### config.mk
export PLATFORM = sky130hd
export DESIGN_NAME = pc_sequencer_flat
export DESIGN_NICKNAME = d
export VERILOG_FILES = /design/src/rtl/pc_pkg.sv /design/src/rtl/pc_sequencer_if.sv /design/src/rtl/pc_ras.sv /design/src/rtl/pc_sequencer.sv /design/src/flat_wrapper.sv
export SDC_FILE = /design/constraint.sdc
export NUM_CORES = 1
export LEC_CHECK = 0
export ABC_AREA = 1
export BUFFER_PORTS_ARGS = -buffer_cell sky130_fd_sc_hd__buf_4
export CAP_MARGIN = 20
export CORE_MARGIN = 2
export CORE_UTILIZATION = 40
export CTS_CLUSTER_SIZE = 14
export DETAILED_ROUTE_END_ITERATION = 10
export PLACE_DENSITY = 0.63
export SLEW_MARGIN = 40
export SYNTH_ARGS = -nofsm -noshare
export SYNTH_HDL_FRONTEND = slang
export SYNTH_SLANG_ARGS = --single-unit
### constraint.sdc
create_clock -name clk -period 2.7 [get_ports clk]
set_clock_uncertainty 0.2 [all_clocks]
set_input_delay 0.135 -clock clk [delete_from_list [all_inputs] [get_ports clk]]
set_output_delay 0.135 -clock clk [all_outputs]
set_load 0.02 [all_outputs]
### src/rtl/pc_pkg.sv
// pc_pkg: shared constants and types for the program-counter sequencer.
//   DEF_ADDR_W    - default pc / immediate width
//   DEF_RAS_DEPTH - default return-address stack depth
//   DEF_RESET_VEC - default pc after reset
//   pc_src_e      - selects which source drives next_pc
package pc_pkg;

  localparam int DEF_ADDR_W    = 8;
  localparam int DEF_RAS_DEPTH = 4;
  localparam int DEF_RESET_VEC = 0;

  typedef enum logic [2:0] {
    SEQ  = 3'd0,
    BR   = 3'd1,
    JMP  = 3'd2,
    CALL = 3'd3,
    RET  = 3'd4
  } pc_src_e;

endpackage

### src/rtl/pc_sequencer_if.sv
// pc_sequencer_if: control and status bundle of the pc sequencer.
//   master : drives stall / decode controls / operands, observes pc and stack status
//   slave  : the sequencer itself
interface pc_sequencer_if #(
  parameter int ADDR_W = pc_pkg::DEF_ADDR_W
);

  logic              stall;
  logic              is_jump;
  logic              is_branch;
  logic              br_taken;
  logic              is_call;
  logic              is_ret;
  logic [ADDR_W-1:0] imm_value;
  logic [ADDR_W-1:0] base_value;
  logic [ADDR_W-1:0] pc;
  logic [ADDR_W-1:0] next_pc;
  logic              ras_empty;
  logic              ras_full;
  logic              ras_err;

  modport master (
    output stall, is_jump, is_branch, br_taken, is_call, is_ret,
    output imm_value, base_value,
    input  pc, next_pc, ras_empty, ras_full, ras_err
  );

  modport slave (
    input  stall, is_jump, is_branch, br_taken, is_call, is_ret,
    input  imm_value, base_value,
    output pc, next_pc, ras_empty, ras_full, ras_err
  );

endinterface

### src/rtl/pc_ras.sv
// pc_ras: LIFO return-address stack.
//   clk, rst  - clock, synchronous active-high reset (drops all entries)
//   push      - write push_data on top (ignored when full)
//   pop       - remove top entry (ignored when empty or when pushing)
//   push_data - address to push
//   pop_data  - current top entry (valid only when !empty)
//   empty     - occupancy == 0 (registered)
//   full      - occupancy == DEPTH (registered)
module pc_ras
  import pc_pkg::*;
#(
  parameter int ADDR_W = DEF_ADDR_W,
  parameter int DEPTH  = DEF_RAS_DEPTH
) (
  input  logic              clk,
  input  logic              rst,
  input  logic              push,
  input  logic              pop,
  input  logic [ADDR_W-1:0] push_data,
  output logic [ADDR_W-1:0] pop_data,
  output logic              empty,
  output logic              full
);

  localparam int CNT_W = $clog2(DEPTH + 1);
  // Storage is rounded up to a power of two so the slot index width
  // always matches the array size, including DEPTH = 1.
  localparam int IDX_W = (DEPTH > 1) ? $clog2(DEPTH) : 1;
  localparam int SLOTS = 1 << IDX_W;

  logic [ADDR_W-1:0] mem_r [SLOTS];
  logic [CNT_W-1:0]  count_r;
  logic              empty_r;
  logic              full_r;
  logic [IDX_W-1:0]  wr_idx_s;
  logic [IDX_W-1:0]  top_idx_s;
  logic              do_push_s;
  logic              do_pop_s;

  // Qualify requests against occupancy and derive slot indices.
  always_comb begin
    do_push_s = push & ~full_r;
    do_pop_s  = pop & ~empty_r & ~do_push_s;
    wr_idx_s  = count_r[IDX_W-1:0];
    top_idx_s = IDX_W'(count_r - CNT_W'(1));
  end

  // Occupancy counter with registered empty/full flags.
  always_ff @(posedge clk) begin
    if (rst) begin
      count_r <= CNT_W'(0);
      empty_r <= 1'b1;
      full_r  <= 1'b0;
    end else if (do_push_s) begin
      count_r <= count_r + CNT_W'(1);
      empty_r <= 1'b0;
      full_r  <= (count_r == CNT_W'(DEPTH - 1));
    end else if (do_pop_s) begin
      count_r <= count_r - CNT_W'(1);
      empty_r <= (count_r == CNT_W'(1));
      full_r  <= 1'b0;
    end else begin
      count_r <= count_r;
      empty_r <= empty_r;
      full_r  <= full_r;
    end
  end

  // Entry storage; contents are left as-is on reset since occupancy gates them.
  always_ff @(posedge clk) begin
    if (do_push_s && !rst) begin
      mem_r[wr_idx_s] <= push_data;
    end
  end

  assign pop_data = mem_r[top_idx_s];
  assign empty    = empty_r;
  assign full     = full_r;

endmodule

### src/rtl/pc_sequencer.sv
// pc_sequencer: program-counter sequencer with return-address stack.
//   clk, rst - clock, synchronous active-high reset
//   bus      - pc_sequencer_if.slave:
//                stall, is_jump, is_branch, br_taken, is_call, is_ret,
//                imm_value, base_value (inputs)
//                pc (registered), next_pc (combinational),
//                ras_empty, ras_full, ras_err (sticky) (outputs)
module pc_sequencer
  import pc_pkg::*;
#(
  parameter int ADDR_W    = DEF_ADDR_W,
  parameter int RAS_DEPTH = DEF_RAS_DEPTH,
  parameter int RESET_VEC = DEF_RESET_VEC
) (
  input  logic          clk,
  input  logic          rst,
  pc_sequencer_if.slave bus
);

  logic [ADDR_W-1:0] pc_r;
  logic              err_r;
  pc_src_e           src_s;
  logic [ADDR_W-1:0] seq_pc_s;
  logic [ADDR_W-1:0] br_pc_s;
  logic [ADDR_W-1:0] tgt_pc_s;
  logic [ADDR_W-1:0] next_pc_s;
  logic [ADDR_W-1:0] ras_top_s;
  logic              ras_empty_s;
  logic              ras_full_s;
  logic              push_s;
  logic              pop_s;
  logic              err_set_s;

  // Fixed priority among simultaneous controls; lower ones are dropped.
  function automatic pc_src_e select_src(
    input logic ret,
    input logic call,
    input logic jump,
    input logic branch,
    input logic taken
  );
    pc_src_e src;
    if (ret) begin
      src = RET;
    end else if (call) begin
      src = CALL;
    end else if (jump) begin
      src = JMP;
    end else if (branch && taken) begin
      src = BR;
    end else begin
      src = SEQ;
    end
    return src;
  endfunction

  // Candidate targets; a signed offset added in two's complement is the
  // same bit pattern as an unsigned add truncated to ADDR_W.
  always_comb begin
    src_s    = select_src(bus.is_ret, bus.is_call, bus.is_jump,
                          bus.is_branch, bus.br_taken);
    seq_pc_s = pc_r + ADDR_W'(1);
    br_pc_s  = seq_pc_s + bus.imm_value;
    tgt_pc_s = bus.base_value + bus.imm_value;
  end

  // Next-pc mux plus stack requests and error detection.
  always_comb begin
    next_pc_s = seq_pc_s;
    push_s    = 1'b0;
    pop_s     = 1'b0;
    err_set_s = 1'b0;
    if (bus.stall) begin
      next_pc_s = pc_r;
    end else begin
      case (src_s)
        SEQ: next_pc_s = seq_pc_s;
        BR:  next_pc_s = br_pc_s;
        JMP: next_pc_s = tgt_pc_s;
        CALL: begin
          // The jump happens even when the return address cannot be saved.
          next_pc_s = tgt_pc_s;
          if (ras_full_s) begin
            err_set_s = 1'b1;
          end else begin
            push_s = 1'b1;
          end
        end
        RET: begin
          if (ras_empty_s) begin
            next_pc_s = seq_pc_s;
            err_set_s = 1'b1;
          end else begin
            next_pc_s = ras_top_s;
            pop_s     = 1'b1;
          end
        end
        default: next_pc_s = seq_pc_s;
      endcase
    end
  end

  // Program counter register.
  always_ff @(posedge clk) begin
    if (rst) begin
      pc_r <= ADDR_W'(RESET_VEC);
    end else begin
      pc_r <= next_pc_s;
    end
  end

  // Sticky stack overflow/underflow flag, cleared only by reset.
  always_ff @(posedge clk) begin
    if (rst) begin
      err_r <= 1'b0;
    end else if (err_set_s) begin
      err_r <= 1'b1;
    end else begin
      err_r <= err_r;
    end
  end

  pc_ras #(
    .ADDR_W (ADDR_W),
    .DEPTH  (RAS_DEPTH)
  ) u_ras (
    .clk       (clk),
    .rst       (rst),
    .push      (push_s),
    .pop       (pop_s),
    .push_data (seq_pc_s),
    .pop_data  (ras_top_s),
    .empty     (ras_empty_s),
    .full      (ras_full_s)
  );

  assign bus.pc        = pc_r;
  assign bus.next_pc   = next_pc_s;
  assign bus.ras_empty = ras_empty_s;
  assign bus.ras_full  = ras_full_s;
  assign bus.ras_err   = err_r;

endmodule
### src/flat_wrapper.sv
// flat-port wrapper written by rule: the top's interface ports become plain ports
module pc_sequencer_flat import pc_pkg::*;
#(
  parameter int ADDR_W    = DEF_ADDR_W,
  parameter int RAS_DEPTH = DEF_RAS_DEPTH,
  parameter int RESET_VEC = DEF_RESET_VEC
)
  (clk, rst, bus_stall, bus_is_jump, bus_is_branch, bus_br_taken, bus_is_call, bus_is_ret, bus_imm_value, bus_base_value, bus_pc, bus_next_pc, bus_ras_empty, bus_ras_full, bus_ras_err);
  pc_sequencer_if #(.ADDR_W(ADDR_W)) bus_i ();
  input  logic clk;
  input  logic rst;
  input wire logic [$bits(bus_i.stall)-1:0] bus_stall;
  input wire logic [$bits(bus_i.is_jump)-1:0] bus_is_jump;
  input wire logic [$bits(bus_i.is_branch)-1:0] bus_is_branch;
  input wire logic [$bits(bus_i.br_taken)-1:0] bus_br_taken;
  input wire logic [$bits(bus_i.is_call)-1:0] bus_is_call;
  input wire logic [$bits(bus_i.is_ret)-1:0] bus_is_ret;
  input wire logic [$bits(bus_i.imm_value)-1:0] bus_imm_value;
  input wire logic [$bits(bus_i.base_value)-1:0] bus_base_value;
  output wire logic [$bits(bus_i.pc)-1:0] bus_pc;
  output wire logic [$bits(bus_i.next_pc)-1:0] bus_next_pc;
  output wire logic [$bits(bus_i.ras_empty)-1:0] bus_ras_empty;
  output wire logic [$bits(bus_i.ras_full)-1:0] bus_ras_full;
  output wire logic [$bits(bus_i.ras_err)-1:0] bus_ras_err;
  assign bus_i.stall = bus_stall;
  assign bus_i.is_jump = bus_is_jump;
  assign bus_i.is_branch = bus_is_branch;
  assign bus_i.br_taken = bus_br_taken;
  assign bus_i.is_call = bus_is_call;
  assign bus_i.is_ret = bus_is_ret;
  assign bus_i.imm_value = bus_imm_value;
  assign bus_i.base_value = bus_base_value;
  assign bus_pc = bus_i.pc;
  assign bus_next_pc = bus_i.next_pc;
  assign bus_ras_empty = bus_i.ras_empty;
  assign bus_ras_full = bus_i.ras_full;
  assign bus_ras_err = bus_i.ras_err;
  pc_sequencer #(.ADDR_W(ADDR_W), .RAS_DEPTH(RAS_DEPTH), .RESET_VEC(RESET_VEC)) u_core (.clk(clk), .rst(rst), .bus(bus_i));
endmodule
==> metrics.yaml, run 1 <==
status: "finished with violations"
failed_checks: "negative setup slack"
dp_slack_ps: 1.10
slew_headroom: 0.673
synth_edf_count: 32
cp-end-kind: "output port"
yosys.area.top_type: "edfxtp_1"
grt-ovfl-total: 0
holdCritPathClass: "in -> reg"
vias_per_cell: 5.03
rsz0062_at_grt: "yes"
grt_pass1_vias: 2210
grt_max_degree: 21
port_buffers: 42
synth_area_leaders: "edfxtp_1, dfxtp_1, nand2_1"
die_area_um2: 7300
yosys_warnings: 0
grt_use_total: 0.183
fin_ws_ps: -165
synth.top_cells.by_count: "nand2_1, inv_1, edfxtp_1, nor2_1, o21ai_0"
leakagePower_uw: 0.00156
root_buffer: "clkbuf_8"
cp-start-kind: "flip-flop"
worstPathArrival_ps: 2530
cts_tree: "built"
power_switching_uw: 534
instances_no_fill: 467
drt_iter0_markers: 111
yosysMostFrequentCell: "nand2_1"
p_int_uw: 1190
syn-num-nets: 351
grt_pass1_wl_mm: 10.4
yosysSeqAreaShare: 0.468
vias: 2351
setup_viol: 6
clk_pin_slew_worst_paths_ps: 80
postRouteAntennaNets: 0
dp_hpwl_mm: 4.66
synth_top_cell_area_share: 0.362
min_period_ps: 2860
netlist_instances: 313
timing.final.crit_share: 1.06
drc_errors: 0
wl_mm: 6.64
dr.pass1.iters: 4
numCtsBuffers: 5
p_per_area_nw_per_um2: 480
avgSynthCellArea_um2: 8.47
gp_congestion: 0.897
nNetsFinal: 427
area_growth_pct: 35.2
fmax_ghz: 0.349
placed_cells: 441
worstMarginPinSlew_ps: 490
required_ps: 2370
crit_fanout: 3
clock-sinks: 46
report.final.slew_viol_count: 0
maxCapViolations: 0
chipWidth_um: 85.4
start_util: 0.415
drive_above_1_share: 0.369
synth_flop_cell: "edfxtp_1"
seq_power_share: 0.467
wl_per_cell_um: 14.2
fp-row-count: 29
ys_ff_latch: 46
die_h_um: 85.4
p_sw_frac: 0.310
ioPinCount: 43
p_clk_frac: 0.236
max_stage_delay_ps: 370
clk_latency_ps: 290
cts_max_level: 2
ctsLongestPathBuffers: 2
crit_chain: "ha_4, nand3_4, nand3b_1, xor2_2, o21ai_1, ha_1, a21oi_1, o21a_1, nand2_1, inv_1, nand3_1, nand3_1, nand2_1, nand2_2, inv_2, buf_6"
synth_cell_types: 37
antenna_cells: 0
finalHoldViolCount: 0
irDropWorstVdd_mv: 0.226
netlist_area_um2: 2650
synthArstFlopShare: 0
core_area_um2: 6390
antenna_found_initial: 0
crit_type: "reg -> out"
slowest_stage: "dfxtp_2"
combinationalPowerShare: 0.297
-- metal layers --
metal | vias up | wire length, um | track usage
met5 | - | 0 | 0
met3 | 12 | 307 | 0.0311
met2 | 66 | 3180 | 0.306
li1 | 1191 | - | -
met4 | 0 | 172 | 0.0649
met1 | 1082 | 2980 | 0.240
-- sequential cells by signal (all words and copies together) (netlist names) --
signal and cells:
u_core.bus.pc 8, u_core.u_ras.count_r 3, u_core.u_ras.mem_r 32, u_core.u_ras.empty 1, u_core.bus.ras_err 1, u_core.u_ras.full 1
-- power groups by stage --
stage	combinational, uW	sequential, uW	clock (uW)
2_1_floorplan	240	828	0
3_3_place_gp	414	811	0
3_5_place_dp	418	811	0
4_1_cts	442	800	412
5_1_grt	561	807	447
6_report	511	804	406
-- metrics by stage --
step	TNS, ps	utilization	hold WS, ps	total power [uW]	instance area (um2)
3_5_place_dp	0	0.493	240	1230	3150
6_report	-602	0.562	82.2	1720	3590
4_1_cts	-549	0.526	23.4	1650	3360
2_1_floorplan	0	-	84.6	1070	2650
3_3_place_gp	0	0.493	237	1230	3150
5_1_grt	-1540	0.562	118	1810	3590
-- what timing repair did --
item                                    4_1_cts  5_1_grt
hold buffers                                  3        0
gates resized for setup                      20       36
setup buffers                                 4       11
endpoints found under the setup margin        6        7
pin swaps                                    11       25
endpoints found under the hold margin        10        0
gates cloned                                  0        0
-- layout by cell type, fill, tap and decap left out, types with 3 or more instances in the layout --
| cell type | instances |
|---|---|
| buf_4 | 63 |
| nand2_1 | 53 |
| inv_1 | 35 |
| nor2_1 | 32 |
| edfxtp_1 | 32 |
| nand2_2 | 16 |
| nand3_1 | 16 |
| o21ai_0 | 15 |
| a21oi_1 | 12 |
| dfxtp_1 | 11 |
| ha_1 | 10 |
| buf_6 | 10 |
| inv_2 | 8 |
| o21ai_1 | 6 |
| o22ai_1 | 6 |
| nor2_4 | 5 |
| o21ai_2 | 5 |
| clkbuf_8 | 5 |
| nand3_2 | 4 |
| xor2_2 | 3 |
| inv_4 | 3 |
| or2_2 | 3 |
| dlygate4sd3_1 | 3 |
-- worst max-delay path: cells and delay by family, from the launching register on --
family,cells,cell delay [ps]
buf+inv,3,210
fa+ha+maj,2,470
compound gates,3,360
simple gates,7,620
xor+xnor,1,210
flops,1,370
-- layout make-up --
cell class / instances / area, um2
clock buffers: 5 / 68.8
clock inverters: 3 / 16.3
fillers: 578 / 2800
inverters: 47 / 188
multi-input cells: 213 / 1360
flip-flops and latches: 46 / 1250
well taps: 77 / 96.3
repair buffers: 76 / 616
-- path summary, 6_finish.rpt --
path	startpoint	end	slack, ps	cells past startpoint
hold / removal	bus_is_ret	u_core.bus.ras_err$_SDFFE_PP0P_	80	5
hold reg to reg	u_core.u_ras.count_r[2]$_SDFFE_PP0P_	u_core.u_ras.count_r[2]$_SDFFE_PP0P_	330	2
setup reg to reg	u_core.bus.pc[0]$_SDFF_PP0_	u_core.bus.pc[7]$_SDFF_PP0_	290	15
setup / recovery	u_core.bus.pc[0]$_SDFF_PP0_	bus_next_pc[7]	-160	16
-- cell families (layout without fill, tap and decap cells) --
family                     Yosys count  after routing  synth area share
buffers and inverters               54            131            0.0811
DFF                                 46             46             0.468
adders and majority gates           14             14            0.0689
and+or+nand+nor                    140            140             0.246
AOI/OAI and AO/OA                   53             53             0.116
xor gates and xnor gates             6              6            0.0198
No activity file was read; power rests on OpenSTA's default activity.
==> run 2: changes to the inputs <==
- SETUP_SLACK_MARGIN: default -> 0.5
==> run 2 against run 1 <==
Against the previous run: the flow still finishes with violations (negative setup slack); wire length is 2.9% higher; sequential share of layout area down 1.1 points; flip-flop and latch count stayed put; combinational power is 11% higher; final cell count increased by 1.5%; cell area grew 4.0%; maximum frequency shrank 2.5%; critical path depth is 2 lower; critical path type unchanged; largest power group unchanged.
==> metrics.yaml, run 2 (synthesized netlist as in run 1, its figures left out) <==
worstPathArrival_ps: 2600  # +70 ps
report.final.slew_viol_count: 0  # unchanged
numCtsBuffers: 5  # unchanged
cp_common_cell: "buf_4"
timing.final.crit_share: 1.09  # +0.0272
rrSetupSlack_ps: 40  # -250 ps
instances_no_fill: 474  # +1.5%
fin_tns_setup_ps: -664  # -61.8 ps
ioPinCount: 43  # unchanged
cp-start-kind: "flip-flop"
antenna_found_initial: 0  # unchanged
vias_per_cell: 5.06  # +0.49%
drive_above_1_share: 0.448  # +0.0791
area_growth_pct: 40.7
slew_headroom: 0.625  # -0.0482
grt_use_total: 0.193  # +0.00911
nNetsFinal: 434  # +1.6%
finalHoldViolCount: 0  # unchanged
failed_checks: "negative setup slack"
fp-row-count: 29  # unchanged
grt_pass1_wl_mm: 11.0  # +6.2%
drt_iter0_markers: 68  # -39%
final_common_cell: "buf_4"
dp_slack_ps: -19.7  # -20.8 ps
grt_max_degree: 21  # unchanged
crit_type: "reg -> out"
vias: 2398  # +2.0%
fin_ws_ps: -238  # -73.3 ps
irDropWorstVdd_mv: 0.223  # -1.6%
fillers: 555  # -4.0%
dr.pass1.iters: 4  # unchanged
wl_mm: 6.84  # +2.9%
grt_pass1_vias: 2270  # +2.7%
clk_latency_ps: 290  # about the same
max_stage_delay_ps: 380  # about the same
postRouteAntennaNets: 0  # unchanged
min_period_ps: 2940  # +73.3 ps
start_util: 0.415  # unchanged
clock-sinks: 46  # unchanged
cp-end-kind: "output port"
clk_pin_slew_worst_paths_ps: 90  # about the same
crit_chain: "ha_4, nand3_4, nand3b_1, xor2_2, o21ai_1, ha_1, buf_4, buf_4, nand3b_1, nand3_1, nand2_1, nand2_2, inv_2, buf_4"
fmax_ghz: 0.340  # -2.5%
multiInputGateArea_um2: 1440  # +6.1%
largest_register: "u_core.u_ras.mem_r"
placed_cells: 440  # -0.23%
status: "finished with violations"
dp_hpwl_mm: 4.71  # +1.0%
holdCritPathClass: "in -> reg"
slowest_stage: "dfxtp_4"
grt-ovfl-total: 0  # unchanged
maxCapViolations: 0  # unchanged
die_area_um2: 7300  # unchanged
p_per_area_nw_per_um2: 479  # -0.20%
antenna_cells: 0  # unchanged
leakagePower_uw: 0.00163  # +4.5%
rsz0062_at_grt: "yes"
required_ps: 2370  # about the same
wl_per_cell_um: 14.4  # +1.4%
core_area_um2: 6390  # unchanged
crit_fanout: 3  # unchanged
drc_errors: 0  # unchanged
fin_util: 0.584  # +0.0227
chipWidth_um: 85.4  # unchanged
register_area_um2: 1260  # +0.70%
layout_common_cells: "buf_4, nand2_1, edfxtp_1, nor2_1, inv_1"
port_buffers: 42  # unchanged
cts_tree: "built"
ctsLongestPathBuffers: 2  # unchanged
root_buffer: "clkbuf_8"
worstMarginPinSlew_ps: 563  # +72.2 ps
die_h_um: 85.4  # unchanged
gp_congestion: 0.799  # -11%
largest_reg_flops: 32  # unchanged
setup_viol: 4  # -2
cts_max_level: 2  # unchanged
[run 2: changes by cell type in the layout (fill, tap and decap cells not counted), moves of 3 or more]
cell | before | now
o21ai_2 | 5 | 8
nor2_2 | 2 | 5
buf_4 | 63 | 73
nor2_1 | 32 | 29
inv_1 | 35 | 28
dfxtp_1 | 11 | 8
inv_2 | 8 | 16
[run 2: worst max-delay path, delay by kind of cell, from the launching register on]
family	cells	cell delay, ps
compound gates	1	100
simple gates	6	670
buf+inv	4	450
xor+xnor	1	210
fa+ha+maj	2	490
flops	1	380
[run 2: worst paths after layout]
kind                                    from                              end  cells past startpoint
max              u_core.bus.pc[1]$_SDFF_PP0_                   bus_next_pc[6]                     14
max reg2reg      u_core.bus.pc[1]$_SDFF_PP0_      u_core.bus.pc[6]$_SDFF_PP0_                     15
min                               bus_is_ret  u_core.bus.ras_err$_SDFFE_PP0P_                      5
min reg2reg  u_core.bus.ras_err$_SDFFE_PP0P_  u_core.bus.ras_err$_SDFFE_PP0P_                      2
[run 2: area by class of cell]
type,count,area share
tap,77,0.0258
clock buffer,5,0.0184
clock inverter,3,0.00570
inverter,47,0.0520
timing repair buffer,83,0.176
multi-input combinational,213,0.385
sequential,46,0.337
[run 2: routing by layer]
layer  global-route usage  share of wire  up-vias  routed length [um]
li1                     -              -     1200                   -
met1                0.251           0.44     1137                3040
met2                0.322           0.49       48                3380
met3               0.0360          0.044       13                 301
met4               0.0664          0.017        0                 115
met5                    0              0        -                   0
[run 2: where the power goes]
part | internal, uW | switching (uW) | total (uW)
logic | 262 | 305 | 566
clock network | 182 | 234 | 415
registers | 779 | 26.8 | 806
[run 2: repair_timing]
item                                   CTS  global route
gates resized for setup                 31            45
buffers inserted                        16             8
pin swaps                               18            22
endpoints found under the hold margin   10             0
hold buffers                             2             0
setup endpoints to repair               14            14
[run 2: through the flow]
step / hold slack (ps) / area (um2) / power, uW
global placement: 237 / 3170 / 1230
finish: 35.8 / 3730 / 1790
CTS: 30.6 / 3510 / 1710
detailed placement: 241 / 3170 / 1240
floorplan: 84.6 / 2680 / 1080
global route: 60.4 / 3730 / 1880
